==> src/rtl/timer_count_ctrl_pkg.sv <==
// Shared definitions for the system timer: FSM states, divider limits, TCR field
// positions and the register map used by the register file.
package timer_pkg;

    localparam int CNT_WIDTH  = 64;
    localparam int DIV_WIDTH  = 4;
    localparam int DIV_MAX    = 8;
    localparam int PCNT_WIDTH = 8;

    typedef enum logic [1:0] {
        IDLE = 2'd0,
        RUN  = 2'd1,
        HALT = 2'd2
    } timer_state_t;

    localparam int TCR_EN_BIT      = 0;
    localparam int TCR_DIV_EN_BIT  = 1;
    localparam int TCR_DIV_VAL_LSB = 8;
    localparam int TCR_DIV_VAL_MSB = 11;

    localparam logic [11:0] TCR_OFFSET   = 12'h000;
    localparam logic [11:0] TDR0_OFFSET  = 12'h004;
    localparam logic [11:0] TDR1_OFFSET  = 12'h008;
    localparam logic [11:0] TCMP0_OFFSET = 12'h00C;
    localparam logic [11:0] TCMP1_OFFSET = 12'h010;
    localparam logic [11:0] TIER_OFFSET  = 12'h014;
    localparam logic [11:0] TISR_OFFSET  = 12'h018;
    localparam logic [11:0] THCSR_OFFSET = 12'h01C;

    // Reserved divider codes above DIV_MAX saturate rather than wrap.
    function automatic logic [DIV_WIDTH-1:0] eff_exp(input logic div_en,
                                                     input logic [DIV_WIDTH-1:0] div_val);
        if (!div_en)
            return '0;
        if (div_val > DIV_WIDTH'(DIV_MAX))
            return DIV_WIDTH'(DIV_MAX);
        return div_val;
    endfunction

endpackage

==> src/rtl/timer_count_ctrl_if.sv <==
// Control/status bundle between the timer register file (master) and the
// counter sequencer (slave).
interface timer_count_ctrl_if
    import timer_pkg::*;
();
    logic                  timer_en;
    logic                  div_en;
    logic [DIV_WIDTH-1:0]  div_val;
    logic [CNT_WIDTH-1:0]  tcmp;
    logic                  int_en;
    logic                  tisr_flag;
    logic                  halt_req;
    logic                  dbg_mode;
    logic                  tdr0_wr;
    logic                  tdr1_wr;
    logic [31:0]           wdata;
    logic [CNT_WIDTH-1:0]  mtime;
    logic                  int_pending_set;
    logic                  halt_ack;
    logic                  tim_int;
    timer_state_t          state;

    // Halt handshake: (halt_req & dbg_mode) is the request level; halt_ack rises on
    // the edge that freezes the counter and stays high exactly while frozen.
    modport master (
        output timer_en, div_en, div_val, tcmp, int_en, tisr_flag,
               halt_req, dbg_mode, tdr0_wr, tdr1_wr, wdata,
        input  mtime, int_pending_set, halt_ack, tim_int, state
    );

    modport slave (
        input  timer_en, div_en, div_val, tcmp, int_en, tisr_flag,
               halt_req, dbg_mode, tdr0_wr, tdr1_wr, wdata,
        output mtime, int_pending_set, halt_ack, tim_int, state
    );
endinterface

==> src/rtl/timer_count_ctrl_prescaler.sv <==
// Power-of-two prescaler: tick fires once every 2^e run cycles; clr restarts the period.
module timer_prescaler
    import timer_pkg::*;
(
    input  logic                 clk,
    input  logic                 rst_n,
    input  logic [DIV_WIDTH-1:0] e,
    input  logic                 run,
    input  logic                 clr,
    output logic                 tick
);
    logic [PCNT_WIDTH-1:0] pcnt;
    logic [PCNT_WIDTH:0]   span;
    logic [PCNT_WIDTH-1:0] pmask;

    assign span  = (PCNT_WIDTH+1)'(1) << e;
    assign pmask = PCNT_WIDTH'(span - (PCNT_WIDTH+1)'(1));
    // A clearing cycle never ticks, so a restart always yields a full new period.
    assign tick  = run & ~clr & (pcnt == pmask);

    always_ff @(posedge clk or negedge rst_n) begin
        if (!rst_n)
            pcnt <= '0;
        else if (clr || tick)
            pcnt <= '0;
        else if (run)
            pcnt <= pcnt + PCNT_WIDTH'(1);
    end
endmodule

==> src/rtl/timer_count_ctrl.sv <==
// System-timer counter sequencer: IDLE/RUN/HALT control, prescaled 64-bit mtime,
// TDR loads, compare-match set and interrupt output.
module timer_count_ctrl
    import timer_pkg::*;
(
    input logic               clk,
    input logic               rst_n,
    timer_count_ctrl_if.slave bus
);
    timer_state_t          state;
    logic                  halt_ack;
    logic                  halt_cond;
    logic                  run;
    logic                  clr;
    logic                  tick;
    logic                  tdr_wr;
    logic                  div_chg;
    logic                  div_en_q;
    logic [DIV_WIDTH-1:0]  div_val_q;
    logic [DIV_WIDTH-1:0]  exp_e;
    logic [CNT_WIDTH-1:0]  mtime;
    logic                  int_pending_set;
    logic                  tim_int;

    assign halt_cond = bus.halt_req & bus.dbg_mode;
    assign tdr_wr    = bus.tdr0_wr | bus.tdr1_wr;
    assign div_chg   = (bus.div_en != div_en_q) | (bus.div_val != div_val_q);
    assign exp_e     = eff_exp(bus.div_en, bus.div_val);
    // The halting edge itself must not count, hence the gate on halt_cond.
    assign run       = (state == RUN) & ~halt_cond;
    assign clr       = (state == IDLE) | div_chg | tdr_wr;

    timer_prescaler u_prescaler (
        .clk   (clk),
        .rst_n (rst_n),
        .e     (exp_e),
        .run   (run),
        .clr   (clr),
        .tick  (tick)
    );

    always_ff @(posedge clk or negedge rst_n) begin
        if (!rst_n) begin
            state    <= IDLE;
            halt_ack <= 1'b0;
        end else begin
            case (state)
                IDLE: begin
                    if (halt_cond) begin
                        state    <= HALT;
                        halt_ack <= 1'b1;
                    end else if (bus.timer_en) begin
                        state <= RUN;
                    end
                end
                RUN: begin
                    if (halt_cond) begin
                        state    <= HALT;
                        halt_ack <= 1'b1;
                    end else if (!bus.timer_en) begin
                        state <= IDLE;
                    end
                end
                HALT: begin
                    if (!halt_cond) begin
                        state    <= bus.timer_en ? RUN : IDLE;
                        halt_ack <= 1'b0;
                    end
                end
                default: begin
                    state    <= IDLE;
                    halt_ack <= 1'b0;
                end
            endcase
        end
    end

    always_ff @(posedge clk or negedge rst_n) begin
        if (!rst_n) begin
            mtime           <= '0;
            int_pending_set <= 1'b0;
            tim_int         <= 1'b0;
            div_en_q        <= 1'b0;
            div_val_q       <= DIV_WIDTH'(1);
        end else begin
            // Software loads take priority over a same-cycle increment.
            if (tdr_wr) begin
                if (bus.tdr0_wr)
                    mtime[31:0] <= bus.wdata;
                if (bus.tdr1_wr)
                    mtime[63:32] <= bus.wdata;
            end else if (tick) begin
                mtime <= mtime + CNT_WIDTH'(1);
            end
            int_pending_set <= (mtime == bus.tcmp);
            tim_int         <= bus.tisr_flag & bus.int_en;
            div_en_q        <= bus.div_en;
            div_val_q       <= bus.div_val;
        end
    end

    assign bus.mtime           = mtime;
    assign bus.int_pending_set = int_pending_set;
    assign bus.halt_ack        = halt_ack;
    assign bus.tim_int         = tim_int;
    assign bus.state           = state;
endmodule
==> src/flat_wrapper.sv <==
// flat-port wrapper written by rule: the top's interface ports become plain ports
module timer_count_ctrl_flat import timer_pkg::*;
  (clk, rst_n, bus_timer_en, bus_div_en, bus_div_val, bus_tcmp, bus_int_en, bus_tisr_flag, bus_halt_req, bus_dbg_mode, bus_tdr0_wr, bus_tdr1_wr, bus_wdata, bus_mtime, bus_int_pending_set, bus_halt_ack, bus_tim_int, bus_state);
  timer_count_ctrl_if bus_i ();
  input logic clk;
  input logic rst_n;
  input wire logic [$bits(bus_i.timer_en)-1:0] bus_timer_en;
  input wire logic [$bits(bus_i.div_en)-1:0] bus_div_en;
  input wire logic [$bits(bus_i.div_val)-1:0] bus_div_val;
  input wire logic [$bits(bus_i.tcmp)-1:0] bus_tcmp;
  input wire logic [$bits(bus_i.int_en)-1:0] bus_int_en;
  input wire logic [$bits(bus_i.tisr_flag)-1:0] bus_tisr_flag;
  input wire logic [$bits(bus_i.halt_req)-1:0] bus_halt_req;
  input wire logic [$bits(bus_i.dbg_mode)-1:0] bus_dbg_mode;
  input wire logic [$bits(bus_i.tdr0_wr)-1:0] bus_tdr0_wr;
  input wire logic [$bits(bus_i.tdr1_wr)-1:0] bus_tdr1_wr;
  input wire logic [$bits(bus_i.wdata)-1:0] bus_wdata;
  output wire logic [$bits(bus_i.mtime)-1:0] bus_mtime;
  output wire logic [$bits(bus_i.int_pending_set)-1:0] bus_int_pending_set;
  output wire logic [$bits(bus_i.halt_ack)-1:0] bus_halt_ack;
  output wire logic [$bits(bus_i.tim_int)-1:0] bus_tim_int;
  output wire logic [$bits(bus_i.state)-1:0] bus_state;
  assign bus_i.timer_en = bus_timer_en;
  assign bus_i.div_en = bus_div_en;
  assign bus_i.div_val = bus_div_val;
  assign bus_i.tcmp = bus_tcmp;
  assign bus_i.int_en = bus_int_en;
  assign bus_i.tisr_flag = bus_tisr_flag;
  assign bus_i.halt_req = bus_halt_req;
  assign bus_i.dbg_mode = bus_dbg_mode;
  assign bus_i.tdr0_wr = bus_tdr0_wr;
  assign bus_i.tdr1_wr = bus_tdr1_wr;
  assign bus_i.wdata = bus_wdata;
  assign bus_mtime = bus_i.mtime;
  assign bus_int_pending_set = bus_i.int_pending_set;
  assign bus_halt_ack = bus_i.halt_ack;
  assign bus_tim_int = bus_i.tim_int;
  assign bus_state = bus_i.state;
  timer_count_ctrl u_core (.clk(clk), .rst_n(rst_n), .bus(bus_i));
endmodule
==> config.mk <==
export PLATFORM = sky130hd
export DESIGN_NAME = timer_count_ctrl_flat
export DESIGN_NICKNAME = d
export VERILOG_FILES = /design/src/rtl/timer_count_ctrl_pkg.sv /design/src/rtl/timer_count_ctrl_if.sv /design/src/rtl/timer_count_ctrl_prescaler.sv /design/src/rtl/timer_count_ctrl.sv /design/src/flat_wrapper.sv
export SDC_FILE = /design/constraint.sdc
export NUM_CORES = 1
export LEC_CHECK = 0
export BUFFER_PORTS_ARGS = -buffer_cell sky130_fd_sc_hd__buf_4
export CORE_MARGIN = 1.5
export CORE_UTILIZATION = 40
export DETAILED_ROUTE_END_ITERATION = 10
export PLACE_DENSITY = 0.73
export SKIP_CTS_REPAIR_TIMING = 1
export SLEW_MARGIN = 20
export SYNTH_ARGS = -nofsm -noshare
export SYNTH_HDL_FRONTEND = slang
export SYNTH_SLANG_ARGS = --single-unit
==> constraint.sdc <==
create_clock -name clk -period 2.59 [get_ports clk]
set_input_delay 0.3885 -clock clk [delete_from_list [all_inputs] [get_ports clk]]
set_output_delay 0.3885 -clock clk [all_outputs]
set_load 0.02 [all_outputs]
# Word level (Yosys, flattened, before mapping)

Cells that the tools add are included.

$add $sub $neg: 3
Shifts and indexed selects: 1
Multiplexer cells: 22
Eq/ne operators: 12
Bitwise gates (word level): 11
$lt $le $gt $ge: 1
Reductions and logical operators: 9

Operator list:

| kind                    | number |
|---|---|
| $mux W64                | 2 |
| $add A64 B1 Y64 const B | 1 |
| $eq A64 B64 Y1          | 1 |
| $mux W32                | 2 |
| $mux W4                 | 4 |
| $mux W8                 | 2 |
| $mux W2                 | 5 |
| $add A8 B1 Y8 const B   | 1 |
| $eq A8 B8 Y1            | 1 |
| $shl A1 B4 Y8 const A   | 1 |
| $sub A8 B1 Y8 const B   | 1 |
| $ne A2 B2 Y1 const B    | 3 |
| $ne A3 B2 Y1 const B    | 2 |
| $pmux W2 S3             | 1 |
| $reduce_and A2 Y1       | 3 |
| $and A1 B1 Y1           | 5 |
| $mux W1                 | 5 |
| $gt A4 B4 Y1 const B    | 1 |
| $ne A4 B4 Y1            | 1 |
| $or A1 B1 Y1            | 4 |
| $reduce_bool A2 Y1      | 2 |
| $reduce_and A3 Y1       | 1 |
| $eq A2 B1 Y1 const B    | 1 |
| $eq A2 B2 Y1 const B    | 1 |
| 7 further kinds         | 8 |

Bits in registers: 82
Input port bits: 110
Logic and storage cells: 68
Output and inout port bits: 69

# Longest topological paths before layout

Word-level depth: 11
Mapped depth: 12
Mapped depth without buffers: 9

# By module

Synthesis repeated with hierarchy kept, for this count alone.

Cells, all modules: 716
Area, all modules: 5945.7 µm²

Modules (own cells, without submodules):

| module           | times used | sequential area each (µm²) | area an instance (µm²) | cells an instance |
|---|---|---|---|---|
| timer_count_ctrl | 1          | 1853.0                     | 5301.3                 | 643 |
| timer_prescaler  | 1          | 200.2                      | 644.4                  | 73 |

# Worst setup path after synthesis

Ideal clock, no wire load.

Path type: input to register
Start: input port bus_div_val[0]
End: register u_core.mtime[54], in the netlist u_core.bus.mtime[54]
Stages on the path: 11
Library setup time: 0.126 ns
Required time: 2.464 ns
Path slack: -0.352 ns
Buffers on the path: 3
Data arrival time: 2.816 ns
Cells stage by stage: buf_6 -> o41a_1 -> ha_1 -> or4b_4 -> a21oi_2 -> o21a_2 -> o22a_1 -> buf_6 -> buf_8 -> nand3_2 -> a221o_1

Cells in the longest elaborated chain, start to end: 11
Elaborated cells on any way between the ends: 18
Those cells by class: add/sub (1); order compare (1); eq/ne (2); shift (1); mux (5); bitwise (6); reduce/logical (2)

RTL lines:

| what                             | line                             | source |
|---|---|---|
| from (decl)                      | flat_wrapper.sv:9                | `input wire logic [$bits(bus_i.div_val)-1:0] bus_div_val;` |
| $gt A4 B4 Y1                     | timer_count_ctrl_pkg.sv:35       | `if (div_val > DIV_WIDTH'(DIV_MAX))` |
| $mux W1 (2 in a row)             | timer_count_ctrl_pkg.sv:35       |  |
| $mux W4                          | timer_count_ctrl_pkg.sv:37       | `return div_val;` |
| $mux W4                          | timer_count_ctrl_pkg.sv:35       |  |
| $shl A1 B4 Y8                    | timer_count_ctrl_prescaler.sv:16 | `assign span = (PCNT_WIDTH+1)'(1) << e;` |
| $sub A8 B1 Y8                    | timer_count_ctrl_prescaler.sv:17 | `assign pmask = PCNT_WIDTH'(span - (PCNT_WIDTH+1)'(1));` |
| $eq A8 B8 Y1                     | timer_count_ctrl_prescaler.sv:19 | `assign tick = run & ~clr & (pcnt == pmask);` |
| $and A1 B1 Y1 (*)                | timer_count_ctrl_prescaler.sv:19 |  |
| $reduce_bool A2 Y1 (no line) (*) | --                               |  |
| $reduce_and A2 Y1 (no line) (*)  | --                               |  |
| to (signal assigned)             | timer_count_ctrl.sv:91           | `mtime[63:32] <= bus.wdata;` |
| to (signal assigned)             | timer_count_ctrl.sv:93           | `mtime <= mtime + CNT_WIDTH'(1);` |
| to (decl)                        | timer_count_ctrl.sv:21           | `logic [CNT_WIDTH-1:0] mtime;` |

Mark *: on every way between the ends. The rest lies on a longest branch, timed or not. The select of a mux whose other input is x is not followed.
A chain may end at the register's enable or synchronous reset.

# Worst setup path in the final report

Start: input port bus_div_val[2]
End: register u_core.mtime[12], in the netlist u_core.bus.mtime[12]

Same word-level chain as after synthesis.

==> flow_metrics.py <==
metrics = {
    "outcome": {
        "run_status": "finished with violations",
        "violations": "setup timing",
    },
    "die": {
        "die_x_um": 131,
        "dieArea_um2": 17100,
        "coreArea_um2": 15900,
        "initial_core_util_pct": 41.0,
        "fp.dieH_um": 131,
        "ioPinCount": 179,
        "row_count": 46,
    },
    "final_layout": {
        "nNetsFinal": 1106,
        "syn2layout_area_growth_pct": 43.1,
        "antenna_cells": 0,
        "final_area_um2": 9360,
        "utilization_pct": 58.7,
        "final_common_cell": "buf_4",
        "mostFrequentLayoutCells": "buf_4, nand2_1, dfrtp_1",
        "drive_gt1_share_pct": 37.1,
    },
    "power": {
        "ir_drop_v": 0.000336,
        "power-per-cell-area_nw_per_um2": 486,
        "power_leakage_nw": 3.94,
    },
    "clock_tree": {
        "cts_tree": "done",
        "cts.clk_slew.worst_paths_ns": 0.07,
        "clock-root-buffer": "clkbuf_16",
        "clock-sinks": 82,
        "clk_latency_ns": 0.36,
        "numCtsBuffers": 9,
        "cts_buffer_depth": 2,
        "htreeDepth": 3,
    },
    "global_routing": {
        "grt_pass1_wl_mm": 39.9,
        "antenna_found_initial": 0,
        "grt_max_degree": 77,
        "grtUsageTotal_pct": 31.2,
        "grt_pass1_vias": 7065,
        "overflow": 0,
    },
    "critical_path": {
        "cp-end-kind": "flop",
        "worst_setup_path_start_kind": "primary input",
        "worstPathRequired_ns": 2.85,
        "crit_arrival_ns": 2.87,
        "timing.critical_path.mode_cell": "buf_6",
        "critical_path_peak_fanout": 7,
        "cp_slowest_cell": "o41a_1",
        "r2r_cells": 6,
        "critPathMaxStageDelay_ns": 0.46,
        "path_class": "primary input to flop",
        "path_cells": "buf_6 > o41a_1 > ha_4 > buf_6 > buf_6 > nand3_4 > o31ai_4 > o31a_2 > o22a_4 > buf_12 > buf_8 > and4_1 > o31ai_1",
    },
    "timing": {
        "rsz0062_at_grt": "true",
        "max_freq_mhz": 384,
        "worst_slack_ns": -0.0148,
        "hold_ws_ns": 0.0820,
        "skew_ns": 0.0122,
        "tightestPinTransition_ns": 0.837,
        "hold_viol": 0,
        "period_share_pct": 101,
        "finalMaxSlewViolations": 0,
        "setup_viol": 5,
        "period_minus_slack_ns": 2.60,
        "max_slew_margin_pct": 44.2,
    },
    "flow_run": {
        "drv_cap": 0,
    },
    "routing": {
        "totalWireLength_mm": 27.8,
        "wl_per_cell_um": 23.0,
        "ant_nets": 0,
        "vias_per_cell": 6.35,
        "first_iter_violations": 888,
        "dr.pass1.iters": 6,
        "drc": 0,
        "vias": 7708,
    },
    "synthesis": {
        "avgSynthCellArea_um2": 8.57,
        "ys.flop_type": "dfrtp_1",
        "synthArstFlopShare_pct": 100,
        "synthCells": 763,
        "yosysSeqAreaShare_pct": 31.4,
        "synth-edff-count": 0,
        "yosys.cell_types.count": 81,
        "synth_warnings": 0,
        "synth_area_um2": 6540,
        "synth_seq_cells": 82,
        "syn_nets": 876,
    },
    "placed_design": {
        "post-place-ws_ns": -0.414,
        "place_area_um2": 8740,
        "io_buffers": 178,
        "gp_congestion": 0.982,
        "place_hpwl_mm": 20.2,
    },
    "worst_hold_path": {
        "hold_class": "primary input to async pin",
    },
}
per-stage QoR:
step / instances / total power, mW / TNS, ns
floorplan: 763 / 2.41 / -11.62
global placement: 1187 / 3.19 / -20.10
detailed placement: 1187 / 3.20 / -22.42
CTS: 1202 / 4.43 / -0.109
global route: 1213 / 4.71 / -1.57
finish: 1213 / 4.54 / -0.0284
sequential cells by signal (all words and copies together) (netlist names):
register and count:
u_core.div_val_q 4, u_core.bus.int_pending_set 1, u_core.div_en_q 1, u_core.u_prescaler.pcnt 8
u_core.bus.halt_ack 1, u_core.bus.mtime 64, u_core.bus.tim_int 1, u_core.bus.state 2
cell usage after synthesis (5+ instances only):
cell type / number / area (µm²)
buf_6: 5 / 56.3
a31oi_1: 5 / 31.3
xnor2_1: 8 / 70.1
buf_4: 6 / 45.0
a311oi_1: 7 / 61.3
and3_1: 20 / 125
nor3_1: 25 / 125
nand4_1: 25 / 156
inv_1: 9 / 33.8
xor2_1: 70 / 613
a21oi_1: 20 / 100
and4_1: 19 / 166
a32oi_1: 11 / 96.3
buf_2: 18 / 90.1
dfrtp_1: 81 / 2030
o221ai_1: 26 / 228
a211oi_1: 7 / 52.6
and2_1: 5 / 31.3
nand3_1: 48 / 240
nor2_1: 56 / 210
o22ai_1: 6 / 37.5
o31ai_1: 6 / 45.0
o211ai_1: 11 / 82.6
o31a_1: 7 / 61.3
a221oi_2: 14 / 210
clkbuf_1: 35 / 131
nor4_1: 23 / 144
nand2b_1: 5 / 31.3
o21ai_0: 14 / 70.1
nand2_1: 83 / 312
final timing paths:
kind	end	slack, ns	start
setup / recovery	u_core.bus.mtime[12]	-0.01	bus_div_val[2]
hold / removal	u_core.bus.mtime[6]	0.08	rst_n
setup reg to reg	u_core.bus.mtime[54]	0.15	u_core.bus.mtime[37]
hold reg to reg	u_core.bus.state[1]	0.54	u_core.bus.state[0]
max in group asynchronous	u_core.bus.mtime[51]	1.84	rst_n
min in group clk	u_core.bus.tim_int	0.24	bus_int_en
final cells by class:
cell class                      count  area (µm²)
Sequential cell                    82        2050
Tap cell                          216         270
Inverter                           10        37.5
Clock inverter                      3        15.0
Clock buffer                       12         256
Fill cell                        1417        6590
Timing Repair Buffer              285        2350
Multi-Input combinational cell    605        4380
routing by layer:
| layer | part of all wire [%] | up-vias | GRT usage (%) | wire length [µm] |
|---|---|---|---|---|
| li1 | - | 3394 | - | - |
| met1 | 39 | 3633 | 41.1 | 10700 |
| met2 | 44 | 570 | 47.7 | 12200 |
| met3 | 12 | 111 | 8.31 | 3220 |
| met4 | 5.9 | 0 | 14.7 | 1660 |
| met5 | 0 | - | 0 | 0 |
report_power, final:
| part | internal (mW) | total, mW | switching, mW | leakage (nW) |
|---|---|---|---|---|
| clock | 0.693 | 1.26 | 0.562 | 0.138 |
| sequential | 1.41 | 1.59 | 0.173 | 0.988 |
| combinational | 0.754 | 1.70 | 0.947 | 2.81 |
kinds of logic (layout without fill, tap and decap cells):
group                      Yosys count  after routing  share of synthesized area, %
AOI/OAI and AO/OA                  183            183                          23.5
adders and majority gates            3              3                         0.574
xor gates and xnor gates            78             78                          10.4
and+or+nand+nor                    337            339                          27.7
DFF                                 82             82                          31.4
muxes                                2              2                         0.306
buffers and inverters               78            310                          6.10
critical path: cells and delay by family:
kind	cells	cell delay, ns
compound gates	5	1.42
buf+inv	5	0.63
simple gates	2	0.21
fa+ha+maj	1	0.20
(Power assumes the default switching activity.)
